$ cat src/rtl/ufm_spi_responder.sv
// SPI mode-0 responder mapping opcode/address/data commands onto a word-wide memory port.
// Inputs see a 2-flop resync; reads return one clock after mem_rd; no backpressure, sck paces all traffic.
module ufm_spi_responder #(
  parameter int ADDR_WIDTH = 9,
  parameter int DATA_WIDTH = 16
) (
  input  logic                  clock,
  input  logic                  reset,
  input  logic                  sck,
  input  logic                  ncs,
  input  logic                  si,
  output logic                  so,
  output logic [ADDR_WIDTH-1:0] mem_addr,
  output logic                  mem_rd,
  input  logic [DATA_WIDTH-1:0] mem_rdata,
  output logic                  mem_wr,
  output logic [DATA_WIDTH-1:0] mem_wdata,
  output logic                  cmd_err,
  output logic                  wel
);

  typedef enum logic [2:0] {IDLE, OPCODE, ADDR, READ, WRITE, STATUS, IGNORE} state_t;

  localparam logic [4:0]            LAST_BIT = 5'(DATA_WIDTH - 1);
  localparam logic [ADDR_WIDTH-1:0] ADDR_ONE = ADDR_WIDTH'(1);

  logic [1:0] sck_sync, ncs_sync, si_sync;
  logic       sck_prev;
  logic       sck_rise, sck_fall, ncs_q, si_q;

  state_t                state;
  logic                  armed;
  logic                  is_write;
  logic [4:0]            bit_cnt;
  logic [6:0]            op_sr;
  logic [DATA_WIDTH-1:0] sr;
  logic [DATA_WIDTH-1:0] pf_buf;
  logic                  rd_to_sr, rd_to_pf, ld_sr, ld_pf;
  logic [7:0]            opcode;
  logic [7:0]            status_byte;
  logic [DATA_WIDTH-1:0] word_in;

  always_ff @(posedge clock) begin
    sck_sync <= {sck_sync[0], sck};
    ncs_sync <= {ncs_sync[0], ncs};
    si_sync  <= {si_sync[0], si};
    sck_prev <= sck_sync[1];
  end

  assign ncs_q       = ncs_sync[1];
  assign si_q        = si_sync[1];
  assign sck_rise    = sck_sync[1] & ~sck_prev;
  assign sck_fall    = ~sck_sync[1] & sck_prev;
  assign opcode      = {op_sr, si_q};
  assign word_in     = {sr[DATA_WIDTH-2:0], si_q};
  assign status_byte = {6'b0, wel, 1'b0};

  always_ff @(posedge clock) begin
    if (reset) begin
      state     <= IDLE;
      armed     <= 1'b0;
      is_write  <= 1'b0;
      bit_cnt   <= '0;
      op_sr     <= '0;
      sr        <= '0;
      pf_buf    <= '0;
      rd_to_sr  <= 1'b0;
      rd_to_pf  <= 1'b0;
      ld_sr     <= 1'b0;
      ld_pf     <= 1'b0;
      so        <= 1'b0;
      mem_addr  <= '0;
      mem_rd    <= 1'b0;
      mem_wr    <= 1'b0;
      mem_wdata <= '0;
      cmd_err   <= 1'b0;
      wel       <= 1'b0;
    end else begin
      mem_rd   <= 1'b0;
      mem_wr   <= 1'b0;
      cmd_err  <= 1'b0;
      rd_to_sr <= 1'b0;
      rd_to_pf <= 1'b0;
      // Read data lands one clock after the strobe, so the load flag trails mem_rd by a cycle.
      ld_sr    <= rd_to_sr;
      ld_pf    <= rd_to_pf;
      if (ld_sr) sr <= mem_rdata;
      if (ld_pf) pf_buf <= mem_rdata;
      if (mem_wr) mem_addr <= mem_addr + ADDR_ONE;

      if (state != IDLE && ncs_q) begin
        state    <= IDLE;
        armed    <= 1'b1;
        bit_cnt  <= '0;
        op_sr    <= '0;
        sr       <= '0;
        so       <= 1'b0;
        ld_sr    <= 1'b0;
        ld_pf    <= 1'b0;
        is_write <= 1'b0;
        if (is_write) wel <= 1'b0;
      end else begin
        case (state)
          IDLE: begin
            so <= 1'b0;
            // Only a high-to-low ncs seen from IDLE starts a command, so a reset inside a frame waits it out.
            if (ncs_q) begin
              armed <= 1'b1;
            end else if (armed) begin
              armed   <= 1'b0;
              bit_cnt <= '0;
              state   <= OPCODE;
            end
          end
          OPCODE: if (sck_rise) begin
            op_sr   <= opcode[6:0];
            bit_cnt <= bit_cnt + 5'd1;
            if (bit_cnt == 5'd7) begin
              bit_cnt <= '0;
              case (opcode)
                8'h03: state <= ADDR;
                8'h02: begin
                  is_write <= 1'b1;
                  state    <= ADDR;
                end
                8'h06: begin
                  wel   <= 1'b1;
                  state <= IGNORE;
                end
                8'h04: begin
                  wel   <= 1'b0;
                  state <= IGNORE;
                end
                8'h05: state <= STATUS;
                default: begin
                  cmd_err <= 1'b1;
                  state   <= IGNORE;
                end
              endcase
            end
          end
          ADDR: if (sck_rise) begin
            // Shifting through an ADDR_WIDTH register drops the unused upper address bits for free.
            mem_addr <= {mem_addr[ADDR_WIDTH-2:0], si_q};
            bit_cnt  <= bit_cnt + 5'd1;
            if (bit_cnt == 5'd15) begin
              bit_cnt <= '0;
              if (is_write) begin
                state <= WRITE;
              end else begin
                mem_rd   <= 1'b1;
                rd_to_sr <= 1'b1;
                state    <= READ;
              end
            end
          end
          READ: if (sck_fall) begin
            so      <= sr[DATA_WIDTH-1];
            sr      <= {sr[DATA_WIDTH-2:0], 1'b0};
            bit_cnt <= bit_cnt + 5'd1;
            if (bit_cnt == 5'd0) begin
              mem_rd   <= 1'b1;
              mem_addr <= mem_addr + ADDR_ONE;
              rd_to_pf <= 1'b1;
            end
            if (bit_cnt == LAST_BIT) begin
              sr      <= pf_buf;
              bit_cnt <= '0;
            end
          end
          WRITE: if (sck_rise) begin
            sr      <= word_in;
            bit_cnt <= bit_cnt + 5'd1;
            if (bit_cnt == LAST_BIT) begin
              bit_cnt <= '0;
              if (wel) begin
                mem_wr    <= 1'b1;
                mem_wdata <= word_in;
              end
            end
          end
          STATUS: if (sck_fall) begin
            so      <= status_byte[~bit_cnt[2:0]];
            bit_cnt <= {2'b00, bit_cnt[2:0] + 3'd1};
          end
          IGNORE: so <= 1'b0;
          default: state <= IDLE;
        endcase
      end
    end
  end

endmodule

$ cat config.mk
export PLATFORM = sky130hd
export DESIGN_NAME = ufm_spi_responder
export DESIGN_NICKNAME = d
export VERILOG_FILES = /design/src/rtl/ufm_spi_responder.sv
export SDC_FILE = /design/constraint.sdc
export NUM_CORES = 1
export LEC_CHECK = 0
export CORE_ASPECT_RATIO = 1.75
export CORE_MARGIN = 2
export CORE_UTILIZATION = 50
export DETAILED_ROUTE_END_ITERATION = 12
export PLACE_DENSITY_LB_ADDON = 0.12
export SLEW_MARGIN = 20
export SYNTH_ARGS = -nofsm -noshare
export SYNTH_HDL_FRONTEND = slang
export SYNTH_SLANG_ARGS = --single-unit
export TNS_END_PERCENT = 100
$ cat constraint.sdc
create_clock -name clock -period 2.8 [get_ports clock]
set_input_delay 0.42 -clock clock [delete_from_list [all_inputs] [get_ports clock]]
set_output_delay 0.42 -clock clock [all_outputs]
set_load 0.05 [all_outputs]
==> impl_metrics.env <==
export IMPL_clockRootBuffer="clkbuf_16"
export IMPL_rsz0062_at_grt="false"
export IMPL_regToRegSetupSlack_ns=0.61
export IMPL_synthFlopType="dfxtp_1"
export IMPL_ys_seq_elements=90
export IMPL_synth_compound_area_share_pct=18.2
export IMPL_yosysWarnings=0
export IMPL_synth_edf_count=0
export IMPL_slew_headroom_pct=44.5
export IMPL_tightestPinTransition_ns=0.831
export IMPL_postCtsSetupBuffers=0
export IMPL_drt_iter0_markers=271
export IMPL_row_count=46
export IMPL_post_drt_wl_per_cell_um=16.7
export IMPL_fin_cells=675
export IMPL_cts_buffers=9
export IMPL_synth_fa_ha_area_share_pct=1.38
export IMPL_drt_antenna_violating_nets=0
export IMPL_path_clk_slew_ns=0.06
export IMPL_avgSynthCellArea_um2=8.88
export IMPL_yosys_area_share_simple_pct=19.4
export IMPL_netlist_top_cells_area="dfxtp_1, mux2i_1, o21ai_0"
export IMPL_muxShareOfSynthArea_pct=16.3
export IMPL_ys_types=66
export IMPL_required_ns=3.08
export IMPL_timing_fmax_mhz=457
export IMPL_ctsResizeCount=0
export IMPL_io_buffers=50
export IMPL_hp_class="reg2reg"
export IMPL_clockBufferDepth=2
export IMPL_first_pass_iters=5
export IMPL_whs_ns=0.328
export IMPL_cts_tree="done"
export IMPL_finalWirelength_mm=11.3
export IMPL_cp_max_fo=21
export IMPL_setup_tns_ns=0
export IMPL_fin_crit_sh_pct=78.1
export IMPL_ir_worst_vdd_mv=0.314
export IMPL_viasPerCell=5.92
export IMPL_postCtsHoldBufs=0
export IMPL_die_x_um=76.1
export IMPL_outcome="finished clean"
export IMPL_power_leakage_nw=1.95
export IMPL_post_place_ws_ns=0.660
export IMPL_yosysMostFrequentCell="dfxtp_1"
export IMPL_drc_errors=0
export IMPL_skew_ns=0.00346
export IMPL_synthesis_nets=538
export IMPL_setup_viol=0
export IMPL_antennaDiodeCount=0
export IMPL_synth_top_family_by_area="simple AND/OR/NAND/NOR gates"
export IMPL_grt_pass1_vias=3859
export IMPL_yosys_top_cells_count="dfxtp_1, mux2i_1, nor2_1, nand2_1, o21ai_0"
export IMPL_grt_pass1_wl_mm=18.3
export IMPL_htreeDepth=3
export IMPL_fill_cells=829
export IMPL_areaGrowthSynthToFinish_pct=19.9
export IMPL_hpwlAfterDp_mm=7.83
export IMPL_cts_sinks=90
export IMPL_track_usage_pct=23.1
export IMPL_p_total_mw=2.78
export IMPL_dp_cells=659
export IMPL_async_flop_share_pct=0
export IMPL_syn_area_um2=4540
export IMPL_yosysTopAreaCellShare_pct=39.6
export IMPL_antenna_found_initial=0
export IMPL_die_h_um=130
export IMPL_synth_seq_area_share_pct=39.6
export IMPL_die_area_um2=9900
export IMPL_clk_latency_ns=0.34
export IMPL_finalCriticalPeriod_ns=2.19
export IMPL_setup_slack_ns=0.614
export IMPL_synthCells=512
export IMPL_maxCapViolCount=0
export IMPL_endpoint_kind="register"
export IMPL_place_gp_congestion=0.913
export IMPL_arrival_ns=2.47
export IMPL_grt_ovfl_total=0
export IMPL_core_um2=8980
export IMPL_p_per_area_nw_per_um2=510
export IMPL_report_final_slew_viol_count=0
export IMPL_synth_top_area_cell="dfxtp_1"
export IMPL_criticalPathCategory="reg2reg"
export IMPL_synthXorXnorAreaFrac_pct=0.771
export IMPL_vias=3995
export IMPL_drive_gt1_share_pct=11.2
export IMPL_grt_max_degree=34
export IMPL_io_pins=51
export IMPL_hold_viol=0
export IMPL_fin_nets=576
export IMPL_critPathLaunchType="register"
export IMPL_start_util_pct=50.6
per-stage QoR:
| step | cell area, um^2 | utilization (%) |
|---|---|---|
| finish | 5450 | 60.7 |
| global route | 5450 | 60.7 |
| CTS | 5450 | 60.7 |
| detailed placement | 5140 | 57.2 |
| global placement | 5140 | 57.2 |
| floorplan | 4540 | - |
path summary, 6_finish.rpt:
check	startpoint	endpoint	depth (start not counted)
setup / recovery	state[0]	state[1]	5
hold / removal	si_sync[0]	si_sync[1]	0
setup reg to reg	state[0]	state[1]	5
hold reg to reg	si_sync[0]	si_sync[1]	0
routing by layer:
layer | track usage (%) | up-vias | wire length (um)
li1 | - | 1925 | -
met1 | 23.4 | 1916 | 4450
met2 | 43.5 | 114 | 5910
met3 | 4.01 | 40 | 419
met4 | 15.3 | 0 | 518
met5 | 0 | - | 0
cells by family after synthesis:
family,count (synthesis)
muxes,72
DFF,90
buffers and inverters,46
xor gates and xnor gates,4
adders and majority gates,5
and+or+nand+nor,169
AOI/OAI and AO/OA,126
sequential cells by signal (all words and copies together), names as in the netlist, 2 cells and up:
| register | flops |
|---|---|
| state | 3 |
| ncs_sync | 2 |
| mem_addr | 9 |
| si_sync | 2 |
| op_sr | 7 |
| mem_wdata | 16 |
| sck_sync | 2 |
| sr | 16 |
| pf_buf | 16 |
| bit_cnt | 5 |
worst max-delay path: stages (launching register included):
cell and delay (ns):
dfxtp_1 0.50, or3_1 0.46, and2_1 0.21, or2_0 0.34
a2111oi_0 0.45, a31o_2 0.16
placed cells by master (no fill, tap or decap), drive strengths merged, types with 3 or more instances in the layout:
cell / netlist / layout
and3: 4 / 4
a31oi: 3 / 3
buf: 13 / 17
a311oi: 5 / 5
nand3: 6 / 6
and2: 3 / 3
nor3: 8 / 8
or3: 3 / 3
nor3b: 5 / 5
clkdlybuf4s50: 0 / 49
a22oi: 3 / 3
mux2i: 57 / 57
nor2: 52 / 52
nand2b: 7 / 7
mux2: 15 / 15
dfxtp: 90 / 90
o21ai: 47 / 47
nor4: 5 / 5
inv: 7 / 7
nand3b: 3 / 3
and3b: 3 / 3
a211oi: 3 / 3
o22ai: 3 / 3
o211ai: 16 / 16
a21o: 3 / 3
or3b: 3 / 3
nor2b: 5 / 5
clkbuf: 26 / 12
ha: 5 / 5
a21oi: 25 / 25
nand2: 51 / 51
report_power, final:
part / internal [mW] / switching [mW] / leakage (nW)
clock network: 0.739 / 0.484 / 0.145
registers: 1.30 / 0.0316 / 0.728
logic: 0.0967 / 0.130 / 1.08
final cells by class:
| type | count | area (um^2) | share of cell area (%) |
|---|---|---|---|
| tap | 120 | 150 | 2.76 |
| timing repair buffer | 66 | 616 | 11.3 |
| multi-input combinational | 376 | 2550 | 46.7 |
| sequential | 90 | 1800 | 33.1 |
| clock inverter | 4 | 50.0 | 0.919 |
| inverter | 7 | 26.3 | 0.482 |
| clock buffer | 12 | 256 | 4.71 |
Note: power is estimated with default switching activity, not from simulation.
==> variant (same settings) <==
Set the parameter `DATA_WIDTH` to 14 (it was 16).
--- a/src/rtl/ufm_spi_responder.sv
+++ b/src/rtl/ufm_spi_responder.sv
@@ -3,5 +3,5 @@
 module ufm_spi_responder #(
   parameter int ADDR_WIDTH = 9,
-  parameter int DATA_WIDTH = 16
+  parameter int DATA_WIDTH = 14
 ) (
   input  logic                  clock,
Interface: changed (resized mem_rdata and mem_wdata); port bits go from 51 to 47. The function was not compared with the original's and may differ.
==> variant against the original RTL <==
- synthesized cell count shrank 15%
- design area decreased by 12%
- clock skew is 0.0011 ns higher
- hold slack lost 0.00081 ns
- power fell by 10%
- routed wire length fell by 12%
- critical endpoint is now state[2]
- non-clock buffer count is 6 lower
- area after synthesis down 13%
- setup slack got worse by 0.080 ns
- count of clock-buffer cells in the layout is the same
- sequential cell count down 6
==> variant: results <==
set metrics [dict create \
    drt_iter0_drc 215 \
    leakage_nw 1.72 \
    vdd_ir_drop_max_uv 304 \
    met1_usage_pct 25.4 \
    top_regs "mem_wdata: 14 flops, pf_buf: 14 flops, sr: 14 flops" \
    firstDrtPassIters 5 \
    nets 503 \
    max_slew.worst_pin.slew_ns 0.881 \
    gp_congestion 0.892 \
    rrSetupSlack_ns 0.53 \
    crit_fanout 5 \
    clk_latency_ns 0.34 \
    hold_ws_ns 0.327 \
    num_vias 3448 \
    status "finished, final reports clean" \
    wirelength_mm 9.97 \
    ys_top_cells_by_area "dfxtp_1 43%, mux2i_1 7.6%, nor2_1 5.5%, mux2_2 4.3%, a222oi_1 3.6%" \
    grt_max_degree 31 \
    grtUsageTotal_pct 24.3 \
    use_met2_pct 45.6 \
    p_sw_uw 540 \
    synth_nets 460 \
    port_buffers 46 \
    min_path_type "reg2reg" \
    skew_ns 0.00452 \
    worstPathArrival_ns 2.52 \
    grt_pass1_wl_mm 16.4 \
    yosysUniqueCellTypes 65 \
    synth_commonest_cells "84 x dfxtp_1, 58 x nor2_1, 33 x nand2_1" \
]
-- variant: cell count changes after synthesis, sizes merged, moves of 5 or more --
cell / delta
dfxtp: -6
a222oi: +14
o21ai: -35
nand3: +7
nor2: +7
nand2: -18
clkbuf: -13
mux2i: -27
inv: +7
o211ai: -14
o31ai: +5
a311oi: -5
-- variant: worst paths after layout --
check | startpoint | to | cells after the start
max | bit_cnt[1] | state[2] | 8
min | si_sync[0] | si_sync[1] | 0
max reg2reg | bit_cnt[1] | state[2] | 8
min reg2reg | si_sync[0] | si_sync[1] | 0
-- variant: cell families after synthesis --
family | share of synthesized area (%)
buf+inv | 4.80
xor+xnor | 0.667
fa+ha+maj | 1.91
flops | 42.7
simple gates | 21.3
mux | 11.9
compound gates | 16.7
-- variant: power groups by stage --
stage / Combinational, mW / Clock, mW / Sequential, mW
after global routing: 0.132 / 1.21 / 1.22
final: 0.123 / 1.15 / 1.22
after CTS: 0.122 / 1.17 / 1.22
after global placement: 0.120 / 0 / 1.24
after detailed placement: 0.121 / 0 / 1.24
after floorplan: 0.0713 / 0 / 1.23
-- variant: layout make-up --
cell class,count,area (µm²)
inverters,15,56.3
well taps,88,110
repair buffers,60,566
fillers,677,2850
clock inverters,4,50.0
multi-input cells,308,2070
clock buffers,12,236
flip-flops and latches,84,1680
-- variant: critical path, stage by stage (launching register included) --
cell and delay (ns):
dfxtp_1 0.39, ha_1 0.26, nand3_1 0.13, inv_1 0.09
ha_1 0.28, a31oi_1 0.16, o31ai_1 0.47, o21ai_0 0.17
a21oi_1 0.22
-- variant: stage by stage --
stage	area (µm²)	utilization, %	setup WS [ns]	instances	power, mW
finish	4770	62.6	0.534	571	2.49
global route	4770	62.6	0.393	571	2.57
CTS	4770	62.6	0.531	571	2.51
detailed placement	4480	58.8	0.410	555	1.36
global placement	4480	58.8	0.521	555	1.36
floorplan	3940	-	0.799	435	1.31
-- variant: metal layers --
| metal | vias up | wire [µm] |
|---|---|---|
| met1 | 1653 | 3820 |
| met3 | 21 | 360 |
| met2 | 91 | 5540 |
| li1 | 1683 | - |
| met5 | - | 0 |
| met4 | 0 | 244 |
